**src/rtl/hdmi_packet_pkg.sv**
```systemverilog
// ---------------------------------------------------------------------------
// hdmi_packet_pkg
//   Shared constants, types and the BCH step function for HDMI data-island
//   packets. Imported by packet_assembler, bch_ecc_lane and packet_picker.
//
//   Contents:
//     PACKET_LEN          pixels per packet (32)
//     HEADER_BITS         header payload bits (24)
//     SUB_BITS            subpacket payload bits (56)
//     SUB_COUNT           subpackets per packet (4)
//     BCH_POLY            reflected BCH generator (8'h83)
//     subpacket_array_t   4 x 56-bit subpacket bundle
//     next_ecc()          one serial LFSR step of the BCH parity
// ---------------------------------------------------------------------------
package hdmi_packet_pkg;

    localparam int PACKET_LEN  = 32;
    localparam int HEADER_BITS = 24;
    localparam int SUB_BITS    = 56;
    localparam int SUB_COUNT   = 4;
    localparam int ECC_BITS    = 8;

    localparam logic [ECC_BITS-1:0] BCH_POLY = 8'h83;

    // Counter values where each lane switches from payload to parity.
    localparam logic [4:0] HEADER_PARITY_START = 5'd24;
    localparam logic [4:0] SUB_PARITY_START    = 5'd28;
    localparam logic [4:0] LAST_PIXEL          = 5'(PACKET_LEN - 1);

    typedef logic [SUB_COUNT-1:0][SUB_BITS-1:0] subpacket_array_t;

    // Serial BCH step: shift right, fold the polynomial back in when the
    // outgoing bit disagrees with the incoming data bit.
    function automatic logic [ECC_BITS-1:0] next_ecc(
        input logic [ECC_BITS-1:0] ecc,
        input logic                data_bit
    );
        next_ecc = {1'b0, ecc[ECC_BITS-1:1]} ^ ((ecc[0] ^ data_bit) ? BCH_POLY : 8'h00);
    endfunction

endpackage

```
**src/rtl/bch_ecc_lane.sv**
```systemverilog
// ---------------------------------------------------------------------------
// bch_ecc_lane
//   Accumulates the BCH parity of one packet lane, BITS_PER_CYCLE data bits
//   per advancing cycle (bit 0 is processed first).
//
//   Ports:
//     clk        pixel clock
//     reset      asynchronous, active-high reset
//     clear      use a zero seed this cycle instead of the stored parity;
//                with advance low the register is zeroed
//     advance    step the LFSR with data_bits; when low (and clear low)
//                the parity holds
//     data_bits  payload bits for this cycle
//     ecc        current accumulated parity
// ---------------------------------------------------------------------------
module bch_ecc_lane
    import hdmi_packet_pkg::*;
#(
    parameter int BITS_PER_CYCLE = 1
) (
    input  logic                      clk,
    input  logic                      reset,
    input  logic                      clear,
    input  logic                      advance,
    input  logic [BITS_PER_CYCLE-1:0] data_bits,
    output logic [ECC_BITS-1:0]       ecc
);

    logic [ECC_BITS-1:0] r_ecc;
    logic [ECC_BITS-1:0] w_stepped;

    // NOTE: blocking assignments here chain the steps within one cycle; the
    // register below uses non-blocking so all lanes update together.
    always_comb begin
        w_stepped = clear ? '0 : r_ecc;
        for (int i = 0; i < BITS_PER_CYCLE; i++) begin
            w_stepped = next_ecc(w_stepped, data_bits[i]);
        end
    end

    always_ff @(posedge clk or posedge reset) begin
        if (reset) begin
            r_ecc <= '0;
        end else if (advance) begin
            r_ecc <= w_stepped;
        end else if (clear) begin
            r_ecc <= '0;
        end
    end

    assign ecc = r_ecc;

endmodule

```
**src/rtl/packet_assembler.sv**
```systemverilog
// ---------------------------------------------------------------------------
// packet_assembler
//   Serialises one 32-pixel HDMI data-island packet per period: header lane
//   on bit 0, subpacket even/odd bits on [4:1]/[8:5], each lane followed by
//   its BCH parity (LSB first). Output is registered one pixel behind the
//   counter.
//
//   Ports:
//     clk_pixel             pixel clock
//     reset                 asynchronous, active-high reset
//     data_island_next      one cycle before data_island_period first rises
//     data_island_period    high for every data-island pixel
//     header                HB2:HB1:HB0 from packet_picker
//     sub                   subpackets 0..3 from packet_picker
//     packet_enable         picker may select the next packet (combinational)
//     packet_pixel_counter  position within the current packet
//     packet_data           9-bit data-island word for the TERC4 encoders
// ---------------------------------------------------------------------------
module packet_assembler
    import hdmi_packet_pkg::*;
(
    input  logic                                  clk_pixel,
    input  logic                                  reset,
    input  logic                                  data_island_next,
    input  logic                                  data_island_period,
    input  logic [HEADER_BITS-1:0]                header,
    input  logic [SUB_COUNT-1:0][SUB_BITS-1:0]    sub,
    output logic                                  packet_enable,
    output logic [4:0]                            packet_pixel_counter,
    output logic [8:0]                            packet_data
);

    logic [4:0]             r_counter;
    logic [HEADER_BITS-1:0] r_header;
    subpacket_array_t       r_sub;
    logic [8:0]             r_packet_data;

    logic                   w_first;
    logic                   w_header_payload;
    logic                   w_sub_payload;
    logic                   w_ecc_clear;
    logic [HEADER_BITS-1:0] w_header;
    subpacket_array_t       w_sub;
    logic [8:0]             w_data;

    // Payload widened to a power of two so the counter can index it over its
    // full range; the padding is never selected.
    logic [31:0]                  w_header_ext;
    logic [SUB_COUNT-1:0][63:0]   w_sub_ext;

    logic [ECC_BITS-1:0]                 w_header_ecc;
    logic [SUB_COUNT-1:0][ECC_BITS-1:0]  w_sub_ecc;

    assign w_first          = (r_counter == 5'd0);
    assign w_header_payload = (r_counter < HEADER_PARITY_START);
    assign w_sub_payload    = (r_counter < SUB_PARITY_START);

    // Pixel 0 uses the picker's outputs directly; the hold registers take
    // over for the rest of the packet so the picker is free to move on.
    assign w_header     = w_first ? header : r_header;
    assign w_sub        = w_first ? sub    : r_sub;
    assign w_header_ext = {8'h00, w_header};

    // Zero seed at the start of every packet and while idle or aborted.
    assign w_ecc_clear = !data_island_period || w_first;

    bch_ecc_lane #(
        .BITS_PER_CYCLE (1)
    ) u_header_ecc (
        .clk       (clk_pixel),
        .reset     (reset),
        .clear     (w_ecc_clear),
        .advance   (data_island_period && w_header_payload),
        .data_bits (w_header_ext[r_counter]),
        .ecc       (w_header_ecc)
    );

    for (genvar i = 0; i < SUB_COUNT; i++) begin : g_sub_lane
        assign w_sub_ext[i] = {8'h00, w_sub[i]};

        bch_ecc_lane #(
            .BITS_PER_CYCLE (2)
        ) u_sub_ecc (
            .clk       (clk_pixel),
            .reset     (reset),
            .clear     (w_ecc_clear),
            .advance   (data_island_period && w_sub_payload),
            .data_bits ({w_sub_ext[i][{r_counter, 1'b1}], w_sub_ext[i][{r_counter, 1'b0}]}),
            .ecc       (w_sub_ecc[i])
        );
    end

    // NOTE: every output of this block gets a default first, so no path can
    // leave a bit unassigned and infer a latch.
    always_comb begin
        w_data = '0;
        // Parity phase indexes: header k-24 is counter[2:0], sub k-28 is
        // counter[1:0] (two bits per pixel).
        w_data[0] = w_header_payload ? w_header_ext[r_counter]
                                     : w_header_ecc[r_counter[2:0]];
        for (int i = 0; i < SUB_COUNT; i++) begin
            w_data[1 + i] = w_sub_payload ? w_sub_ext[i][{r_counter, 1'b0}]
                                          : w_sub_ecc[i][{r_counter[1:0], 1'b0}];
            w_data[5 + i] = w_sub_payload ? w_sub_ext[i][{r_counter, 1'b1}]
                                          : w_sub_ecc[i][{r_counter[1:0], 1'b1}];
        end
    end

    // NOTE: the header/subpacket hold registers are reset too, so a packet
    // started straight after reset never serialises stale contents.
    always_ff @(posedge clk_pixel or posedge reset) begin
        if (reset) begin
            r_counter     <= '0;
            r_header      <= '0;
            r_sub         <= '0;
            r_packet_data <= '0;
        end else if (data_island_period) begin
            r_counter     <= r_counter + 5'd1;
            r_packet_data <= w_data;
            if (w_first) begin
                r_header <= header;
                r_sub    <= sub;
            end
        end else begin
            // Idle or aborted: nothing partial ever reaches the encoders.
            r_counter     <= '0;
            r_packet_data <= '0;
        end
    end

    // Period takes precedence over the early warning, so an overlapping
    // data_island_next only matters when the period is low.
    assign packet_enable = (data_island_next && !data_island_period)
                         || (data_island_period && (r_counter == LAST_PIXEL));

    assign packet_pixel_counter = r_counter;
    assign packet_data          = r_packet_data;

endmodule

```
**config.mk**
```make
export PLATFORM = sky130hd
export DESIGN_NAME = packet_assembler
export DESIGN_NICKNAME = d
export VERILOG_FILES = /design/src/rtl/hdmi_packet_pkg.sv /design/src/rtl/bch_ecc_lane.sv /design/src/rtl/packet_assembler.sv
export SDC_FILE = /design/constraint.sdc
export NUM_CORES = 1
export LEC_CHECK = 0
export CAP_MARGIN = 20
export CORE_MARGIN = 2
export CORE_UTILIZATION = 54
export DETAILED_ROUTE_END_ITERATION = 6
export GPL_ROUTABILITY_DRIVEN = 0
export PLACE_DENSITY_LB_ADDON = 0.1
export RECOVER_POWER = 25
export SLEW_MARGIN = 25
export SYNTH_ARGS = -nofsm -noshare
export SYNTH_HDL_FRONTEND = slang
export SYNTH_SLANG_ARGS = --single-unit
export TNS_END_PERCENT = 20
```
**constraint.sdc**
```tcl
create_clock -name clk_pixel -period 14.1 [get_ports clk_pixel]
set_clock_uncertainty 0.15 [all_clocks]
set_input_delay 2.82 -clock clk_pixel [delete_from_list [all_inputs] [get_ports clk_pixel]]
set_output_delay 2.82 -clock clk_pixel [all_outputs]
set_load 0.01 [all_outputs]
```
==> impl_results.md, run 1 <==
* HPWL after DPL at roughly 30000 um
* Worst slack, placed at 6.72 ns
* Clk sinks at slightly above 300
* Synthesized area at about 16000 um^2
* Post-route clock period utilization at 0.571
* Via/cell ratio at approximately 6.0
* I/O pin count at ~270
* Failing checks: max-capacitance violations, max-slew violations
* Die Wd at between 150 and 200 um
* # hold bufs at CTS at 0
* Critical-path cell list: dlygate4sd3_1, clkbuf_1, mux2_2, clkdlybuf4s50_1
* Postcts setup bufs at 0
* Crit path max fanout at 27
* Kind of critical path: in -> out
* TNS Setup at 0 ns
* Syn Nets at 1591
* Initial antenna violation count at 11
* Clock root buffer: clkbuf_16
* Vias at roughly 12000
* VDD IR max at 125 uV
* Hold Slack at around 0.35 ns
* Synth cell types at 71
* # Max-Cap Violations at 2
* Post-synthesis sequential area ratio at 0.474
* Core area at just under 30000 um^2
* Final instance area at 20100 um^2
* Clock transition at path regs at 0.06 ns
* CP arrival at about 5 ns
* Die height at 176 um
* Status: finished, violations left
* Post-route antenna net violation count at 0
* Share of cells above drive strength 1 at 0.261
* Final nets at approximately 1800
* Synth Instances at between 1000 and 1500
* Clock Path Buffers at 3
* Post-Route WL at 44800 um
* CP peak stage delay at 0.85 ns
* Drt pass-1 iters at 4
* CP max stage cell: clkbuf_1
* First-pass GRT wire length at 69700 um
* Number of port buffers at between 200 and 300
* Layout area overhead at 26.3%
* Setup crit start kind: input pin
* Setup Viol. Count Final at 0
* Worst min path class: reg -> reg
* DRC errors left at 0
* Row cnt at 62
* Total GRT Usage at 0.293
* Clk Latency, worst-skew pair at a little over 0.5 ns
* Normalized max-slew margin at -1.95
* WL per Instance at approximately 23 um
* Vias in the first global route at ~12000
* #FFs+latches synth at roughly 300
* Crit. path cell count at 4
* Die ar. at about 31000 um^2
* Htree depth at 2
* Final Hold Violating Endpoints at 0
* CTS tree: yes
* Top FF cell, synth: dfrtp_1
* Ys Warns at 0
* Cell area power density at 143 nW/um^2
* Post-DP Area at around 19000 um^2
* Initial DRC Count at ~850
* Post-CTS Resized at 0
* P_leak at between 8 and 9 nW
* Hold depth at 1
* RSZ-0062 raised after global routing: false
* Async set-reset flop share out of synthesis at 1.00
* Crit path max-delay family: buffers and inverters
* Largest net degree at the start of global routing at between 150 and 200
* EDFF count, synth at 0
* Avg Synthesized Cell Area at 11.9 um^2
* Cells on worst reg2reg path at 8
* Final min period at approximately 8.1 ns
* Initial core utilization at 0.552
* Max-slew violations at 146
* Worst Path Buf+Inv at 3
* Worst slew pin tran at roughly 4.4 ns
* Final setup margin at about 6.0 ns
* CP required at between 10 and 15 ns
* Fmax achieved at about 120 MHz
* CTS Buf Count at 35
* GR Overflow Total at 0
* Endpoint type of the worst setup path: primary output
==> power breakdown <==
part | internal, mW | switching (mW)
clock | 0.625 | 0.363
sequential | 1.07 | 0.111
combinational | 0.400 | 0.311
total | 2.09 | 0.786
==> layout make-up <==
class / count / area, um^2
well taps: 384 / 480
clock inverters: 12 / 185
diodes: 7 / 17.5
clock buffers: 50 / 1080
multi-input cells: 927 / 7890
repair buffers: 287 / 2870
inverters: 7 / 27.5
fillers: 2130 / 8730
flip-flops and latches: 302 / 7570
==> through the flow <==
| step | std cells | utilization | power, mW |
|---|---|---|---|
| floorplan | 1336 | - | 1.67 |
| global placement | 1906 | 0.653 | 1.87 |
| detailed placement | 1906 | 0.653 | 1.89 |
| CTS | 1968 | 0.697 | 2.89 |
| global route | 1971 | 0.697 | 3.01 |
| finish | 1976 | 0.697 | 2.88 |
==> flip-flops by register name, summed over array words and instances, names as in the netlist <==
| signal | count |
|---|---|
| u_header_ecc.ecc | 8 |
| r_header | 24 |
| r_sub | 224 |
| g_sub_lane.u_sub_ecc.ecc | 32 |
| packet_pixel_counter | 5 |
| packet_data | 9 |
==> routing by layer <==
layer	track usage	part of all wire	up-vias
met5	0	0.0021	-
met4	0.0971	0.030	12
met3	0.0851	0.087	89
met2	0.463	0.46	416
met1	0.392	0.42	5971
li1	-	-	5346
==> cells in the mapped netlist, types with 8 or more instances <==
library cell / n / area [um^2]
buf_2: 19 / 95.1
nand3_1: 36 / 180
buf_1: 9 / 33.8
mux2i_1: 47 / 470
mux2_2: 262 / 2950
a211oi_1: 12 / 90.1
mux4_2: 52 / 1170
xnor2_1: 19 / 166
nand4_1: 10 / 62.6
nor2b_1: 8 / 50.1
dfrtp_1: 302 / 7560
a21oi_1: 49 / 245
nor2_1: 31 / 116
nor3_1: 11 / 55.1
clkbuf_1: 60 / 225
xor2_1: 8 / 70.1
a32oi_1: 8 / 70.1
nand2_1: 203 / 762
nor3b_1: 13 / 97.6
and2_1: 12 / 75.1
o21ai_0: 34 / 170
a31oi_1: 16 / 100
o22ai_1: 10 / 62.6
==> cell usage in the layout (no fill, tap or decap), types with 8 or more instances in the layout <==
| cell type | Yosys | final |
|---|---|---|
| a31oi_1 | 16 | 16 |
| mux2_2 | 262 | 262 |
| o21ai_0 | 34 | 34 |
| clkdlybuf4s50_1 | 0 | 264 |
| xnor2_1 | 19 | 19 |
| dfrtp_1 | 302 | 298 |
| nor3b_1 | 13 | 13 |
| a211oi_1 | 12 | 12 |
| and2_1 | 12 | 9 |
| clkbuf_16 | 0 | 37 |
| a21oi_1 | 49 | 49 |
| mux4_2 | 52 | 52 |
| o22ai_1 | 10 | 10 |
| nor2_1 | 31 | 30 |
| xor2_1 | 8 | 8 |
| nand3_1 | 36 | 36 |
| nand2_1 | 203 | 203 |
| mux2i_1 | 47 | 47 |
| nand4_1 | 10 | 10 |
| a32oi_1 | 8 | 8 |
| nor3_1 | 11 | 11 |
| buf_4 | 7 | 15 |
| clkbuf_8 | 0 | 11 |
==> worst reg2reg max path: cells and delay by family (launching register included) <==
kind / cells / cell delay [ns]
buffers and inverters: 4 / 1.68
adders and majority gates: 1 / 0.44
DFF: 1 / 0.52
muxes: 1 / 0.67
and+or+nand+nor: 2 / 1.90
==> kinds of logic (layout without fill, tap and decap cells) <==
family / Yosys count / count (layout) / share of synthesized area
mux: 369 / 369 / 0.301
simple gates: 348 / 348 / 0.0993
flops: 302 / 302 / 0.474
compound gates: 179 / 179 / 0.0762
buf+inv: 107 / 356 / 0.0309
xor+xnor: 28 / 28 / 0.0163
fa+ha+maj: 3 / 3 / 0.00236
other cells: 0 / 7 / 0
==> worst paths after layout <==
| check | slack (ns) | to | startpoint |
|---|---|---|---|
| setup reg to reg | 8.63 | r_sub[185]$_DFFE_PP0P_ | packet_pixel_counter[1]$_DFF_PP0_ |
| hold / removal | 0.35 | r_sub[32]$_DFFE_PP0P_ | r_sub[32]$_DFFE_PP0P_ |
| min in group asynchronous | 3.93 | r_sub[143]$_DFFE_PP0P_ | reset |
| setup / recovery | 6.04 | packet_enable | data_island_period |
| hold reg to reg | 0.35 | r_sub[32]$_DFFE_PP0P_ | r_sub[32]$_DFFE_PP0P_ |
| max in group asynchronous | 7.57 | r_header[21]$_DFFE_PP0P_ | reset |
Note: power is estimated with default switching activity, not from simulation.
==> run 2: changes to the inputs <==
Settings changed: CORE_UTILIZATION 54 to 49.
Clock period 14.1 ns to 7.05 ns, I/O delays scaled along.
==> impl_results.md, run 2 (same netlist as run 1, synthesis figures left out) <==
* Status: finished, violations left (unchanged)
* Failing checks: max-capacitance violations, max-slew violations (unchanged)
* WL met1 at 20000 um (was 18700 um)
* Die Wd at 184 um (was 176 um)
* Vias at 11800 (about the same)
* Fillers at 2618 (was 2130)
* Post-CTS Resized at 0 (unchanged)
* Die height at 184 um (was 176 um)
* Vias in the first global route at 12200 (about the same)
* Kind of critical path: in -> out (unchanged)
* VDD IR max at 183 uV (was 125 uV)
* RSZ-0062 raised after global routing: false (unchanged)
* Worst min path class: reg -> reg (unchanged)
* CP required at 5.49 ns (was 11.13 ns)
* Gate power share at 0.254 (was 0.247)
* Switching part of the total power at 0.280 (was 0.273)
* R2R Path End: u_header_ecc.ecc[1]$_DFF_PP0_ (was r_sub[185]$_DFFE_PP0P_)
* Crit path to: packet_enable (unchanged)
* Htree depth at 2 (unchanged)
* Cell area power density at 278 nW/um^2 (was 143 nW/um^2)
* Row cnt at 66 (was 62)
* Postcts setup bufs at 0 (unchanged)
* Largest net degree at the start of global routing at 140 (was 199)
* Post-route clock period utilization at 0.774
* HPWL after DPL at 31000 um (was 29500 um)
* Setup Viol. Count Final at 0 (unchanged)
* Max-slew violations at 42 (was 146)
* Routed wl met2 at 20800 um (about the same)
* Setup crit start kind: input pin (unchanged)
* Cells on worst reg2reg path at 10 (was 8)
* Largest register by flop count: r_sub (unchanged)
* NetSw at 1.56 mW (was 0.786 mW)
* Max reg flops at 224 (unchanged)
* # hold bufs at CTS at 0 (unchanged)
* Share of cells above drive strength 1 at 0.258 (was 0.261)
* Clock transition at path regs at 0.05 ns (was 0.06 ns)
* Initial DRC Count at 891 (was 853)
* Flop2flop setup slack at 2.26 ns (was 8.63 ns)
* P_int at 4.03 mW (was 2.09 mW)
* Drt pass-1 iters at 5 (was 4)
* CTS Buf Count at 36 (was 35)
* Worst slew pin tran at 2.25 ns (was 4.40 ns)
* Seq pwr share at 0.423 (was 0.409)
* Total GRT Usage at 0.273 (was 0.293)
* Crit path max fanout at 27 (unchanged)
* Core area at 32300 um^2 (was 28900 um^2)
* Clk sinks at 302 (unchanged)
* Hold Slack at 0.347 ns (about the same)
* Post-Route WL at 45600 um (was 44800 um)
* Endpoint type of the worst setup path: primary output (unchanged)
* Fmax achieved at between 150 and 200 MHz
* Final min period at 5.46 ns
* Leading cell type in the layout, fill and taps excluded: dfrtp_1 (unchanged)
* Normalized max-slew margin at -0.498 (was -1.95)
* Initial core utilization at 0.493 (was 0.552)
* GR Overflow Total at 0 (unchanged)
* Hold path start: r_sub[79]$_DFFE_PP0P_ (was r_sub[32]$_DFFE_PP0P_)
* WL per Instance at 22.4 um (was 22.7 um)
* Clk Latency, worst-skew pair at 0.52 ns (was 0.51 ns)
* Initial antenna violation count at 7 (was 11)
* Most frequent cells in the layout: dfrtp_1, clkdlybuf4s50_1, mux2_2, nand2_1, mux4_2 (unchanged)
* R2r startpoint: packet_pixel_counter[1]$_DFF_PP0_ (unchanged)
* DRC errors left at 0 (unchanged)
* Die ar. at 34000 um^2 (was 30900 um^2)
* Top layer in use: met5 (unchanged)
* Multi-input logic area at 7900 um^2 (was 7890 um^2)
* # Max-Cap Violations at 1 (was 2)
* I/O pin count at 267 (unchanged)
* FF+latch area at 7570 um^2 (unchanged)
* Final nets at 1818 (was 1815)
* Post-route antenna net violation count at 0 (unchanged)
* CTS tree: yes (unchanged)
* Via/cell ratio at 5.83 (was 5.99)
* TNS Setup at 0 ns (unchanged)
* DR WL met3 at 3440 um (was 3900 um)
* Layout area overhead at 26.0% (was 26.3%)
* Clock Path Buffers at 3 (unchanged)
* CP arrival at 3.90 ns (was 5.09 ns)
* Number of port buffers at 266 (unchanged)
* P_leak at 8.06 nW (was 8.11 nW)
* Final Hold Violating Endpoints at 0 (unchanged)
* Setup crit start: data_island_period (unchanged)
* Clock root buffer: clkbuf_16 (unchanged)
* Clock power frac at 0.323 (was 0.344)
* First-pass GRT wire length at 70700 um (was 69700 um)
run 2: cell types whose count changed in the layout (fill, tap and decap cells not counted):
| cell | delta |
|---|---|
| clkinv_2 | -1 |
| buf_4 | +2 |
| and2_1 | +2 |
| buf_12 | +1 |
| nand2_1 | -1 |
| clkbuf_1 | +5 |
| clkbuf_8 | -4 |
| and2_0 | -2 |
| diode_2 | -2 |
| bufinv_16 | -3 |
| nand2_4 | +1 |
| buf_16 | -1 |
run 2: critical path, cell delays in order:
cell and delay [ns]:
dlygate4sd3_1 0.52, clkbuf_1 1.05, mux2_2 0.43, clkdlybuf4s50_1 0.48
run 2: power groups by stage:
stage / combinational, mW / sequential, mW / clock (mW)
finish: 1.42 / 2.36 / 1.81
global route: 1.54 / 2.41 / 1.92
CTS: 1.43 / 2.36 / 1.84
detailed placement: 1.42 / 2.39 / 0
global placement: 1.39 / 2.37 / 0
floorplan: 1.03 / 2.31 / 0
run 2: stage by stage:
stage,util,power (mW),cells,cell area (um^2),setup WS (ns)
final,0.622,5.59,2031,20100,1.59
after global routing,0.621,5.87,2026,20100,1.56
after CTS,0.622,5.63,2026,20100,2.28
after detailed placement,0.586,3.81,1967,18900,2.30
after global placement,0.586,3.76,1967,18900,2.39
after floorplan,-,3.34,1336,15900,1.47
run 2: routing by layer:
metal	GRT usage	up-vias
met5	0	-
met3	0.0615	74
met4	0.0832	4
met1	0.382	6020
li1	-	5345
met2	0.426	396
run 2: area by class of cell:
cell class                 count  area share
multi-input combinational    927       0.394
timing repair buffer         289       0.143
clock buffer                  51      0.0522
inverter                       7     0.00137
tap                          442      0.0275
sequential                   302       0.377
clock inverter                 8     0.00449
antenna                        5    0.000623
run 2: worst min-delay path by stage:
| stage | to | slack [ns] | cells past startpoint |
|---|---|---|---|
| after floorplan | g_sub_lane[0].u_sub_ecc.ecc[6]$_DFF_PP0_ | 0.32 | 2 |
| after global placement | r_sub[87]$_DFFE_PP0P_ | 0.33 | 1 |
| after detailed placement | r_sub[43]$_DFFE_PP0P_ | 0.34 | 1 |
| after CTS | r_sub[139]$_DFFE_PP0P_ | 0.35 | 1 |
| after global routing | r_sub[83]$_DFFE_PP0P_ | 0.36 | 1 |
| final | r_sub[79]$_DFFE_PP0P_ | 0.35 | 1 |
==> run 3: changes to the inputs <==
Clock period 7.05 ns to 5 ns, I/O delays scaled along.
==> impl_results.md, run 3 (same netlist as run 1, synthesis figures left out) <==
* Status: finished, violations left (unchanged)
* Failing checks: max-capacitance violations, max-slew violations (unchanged)
* First-pass GRT wire length at 71200 um (was 70700 um)
* CTS tree: yes (unchanged)
* GR Overflow Total at 0 (unchanged)
* Normalized max-slew margin at -0.389 (was -0.498)
* CP max stage cell: buf_4 (was clkbuf_1)
* CP required at 3.85 ns (was 5.49 ns)
* # hold bufs at CTS at 0 (unchanged)
* CTS Buf Count at 35 (was 36)
* Post-route clock period utilization at 0.848
* Critical-path cell list: buf_4, ha_1, and3_1, ha_1, mux2_2, clkdlybuf4s50_1 (was dlygate4sd3_1, clkbuf_1, mux2_2, clkdlybuf4s50_1)
* Fillers at 2615 (was 2618)
* RSZ-0062 raised after global routing: false (unchanged)
* Max reg flops at 224 (unchanged)
* Final Hold Violating Endpoints at 0 (unchanged)
* Max-slew violations at 39 (was 42)
* Share of cells above drive strength 1 at 0.263 (was 0.258)
* Vias in the first global route at 12300 (was 12200)
* Final nets at 1830 (was 1818)
* CP peak stage delay at 0.71 ns (was 1.05 ns)
* Clk sinks at 302 (unchanged)
* Number of port buffers at 266 (unchanged)
* DRC errors left at 0 (unchanged)
* Endpoint type of the worst setup path: primary output (unchanged)
* Final Non-Filler Cells at 2043 (was 2031)
* Setup Viol. Count Final at 0 (unchanged)
* Post-CTS Resized at 0 (unchanged)
* Via/cell ratio at 5.87 (was 5.83)
* Drt pass-1 iters at 5 (unchanged)
* R2r startpoint: packet_pixel_counter[0]$_DFF_PP0_ (was packet_pixel_counter[1]$_DFF_PP0_)
* Post-Route WL at 45700 um (was 45600 um)
* Clk Latency, worst-skew pair at 0.52 ns (about the same)
* Total GRT Usage at 0.275 (was 0.273)
* Core Util, Final at 0.624 (was 0.622)
* Kind of critical path: reg -> out (was in -> out)
* # placed instances at 1980 (was 1967)
* Clock transition at path regs at 0.06 ns (was 0.05 ns)
* Hold path start: r_header[18]$_DFFE_PP0P_ (was r_sub[79]$_DFFE_PP0P_)
* Vias at 12000 (was 11800)
* Postcts setup bufs at 0 (unchanged)
* HPWL after DPL at 31400 um (was 31000 um)
* Fmax achieved at 236 MHz
* Largest net degree at the start of global routing at 176 (was 140)
* Worst slew pin tran at 2.08 ns (was 2.25 ns)
* Clock Path Buffers at 3 (unchanged)
* Post-route antenna net violation count at 0 (unchanged)
* VDD IR max at 266 uV (was 183 uV)
* Clock root buffer: clkbuf_16 (unchanged)
* TNS Setup at 0 ns (unchanged)
* Most used cell along the critical path: ha_1
* Hold Slack at 0.344 ns (was 0.347 ns)
* Layout area overhead at 26.4% (was 26.0%)
* Die height at 184 um (unchanged)
* Most frequent cells in the layout: dfrtp_1, clkdlybuf4s50_1, mux2_2, nand2_1, mux4_2 (unchanged)
* I/O pin count at 267 (unchanged)
* Die Wd at 184 um (unchanged)
* Initial core utilization at 0.493 (unchanged)
* Initial antenna violation count at 8 (was 7)
* Setup crit start kind: flop (was input pin)
* Worst min path class: reg -> reg (unchanged)
* Core area at 32300 um^2 (unchanged)
* Initial DRC Count at 861 (was 891)
* Largest register by flop count: r_sub (unchanged)
* # Max-Cap Violations at 2 (was 1)
* Setup crit start: packet_pixel_counter[0]$_DFF_PP0_ (was data_island_period)
* Htree depth at 2 (unchanged)
* Final min period at roughly 4.2 ns
* Die ar. at 34000 um^2 (unchanged)
* Leading cell type in the layout, fill and taps excluded: dfrtp_1 (unchanged)
* CP arrival at 3.09 ns (was 3.90 ns)
* Tot Pwr at 7.79 mW (was 5.59 mW)
* Crit path max fanout at 54 (was 27)
* Cell area power density at 387 nW/um^2 (was 278 nW/um^2)
* P_leak at 8.10 nW (was 8.06 nW)
* WL per Instance at 22.4 um (about the same)
* Row cnt at 66 (unchanged)
-- run 3: path summary, 6_finish.rpt --
kind | end | slack (ns) | depth (start not counted)
setup / recovery | packet_enable | 0.76 | 6
min in group asynchronous | r_sub[196]$_DFFE_PP0P_ | 1.12 | 2
max in group asynchronous | packet_data[7]$_DFF_PP0_ | 1.04 | 3
hold reg to reg | r_header[18]$_DFFE_PP0P_ | 0.34 | 1
hold / removal | r_header[18]$_DFFE_PP0P_ | 0.34 | 1
setup reg to reg | g_sub_lane[2].u_sub_ecc.ecc[1]$_DFF_PP0_ | 0.90 | 12
-- run 3: layer usage --
metal | GRT usage | wire (um)
met2 | 0.431 | 21000
met5 | 0 | 41
met1 | 0.382 | 19900
met4 | 0.0810 | 1190
met3 | 0.0648 | 3510
-- run 3: final cells by class --
| type | instances | area [um^2] | share of cell area |
|---|---|---|---|
| Tap cell | 442 | 553 | 0.0275 |
| Timing Repair Buffer | 302 | 2990 | 0.149 |
| Antenna cell | 5 | 12.5 | 0.000621 |
| Multi-Input combinational cell | 927 | 7900 | 0.393 |
| Inverter | 7 | 27.5 | 0.00137 |
| Clock inverter | 5 | 25.0 | 0.00124 |
| Clock buffer | 53 | 1060 | 0.0524 |
| Sequential cell | 302 | 7570 | 0.376 |
-- run 3: stage by stage --
step           setup WS (ns)  area (um^2)
6_report               0.762        20100
4_1_cts                0.718        20200
5_1_grt                0.427        20100
2_1_floorplan         -0.165        15900
3_3_place_gp           0.972        19100
3_5_place_dp           0.940        19100
-- run 3: worst max-delay path: cells and delay by family, from the launching register on --
| family | cells | cell delay (ns) |
|---|---|---|
| mux | 1 | 0.14 |
| fa+ha+maj | 2 | 0.46 |
| flops | 1 | 0.54 |
| buf+inv | 2 | 1.23 |
| simple gates | 1 | 0.17 |
-- run 3: power by group --
part | leakage, nW | internal (mW) | switching [mW]
sequential | 3.62 | 3.01 | 0.314
clock | 0.536 | 1.45 | 0.996
combinational | 3.94 | 1.14 | 0.886
total | 8.10 | 5.59 | 2.20
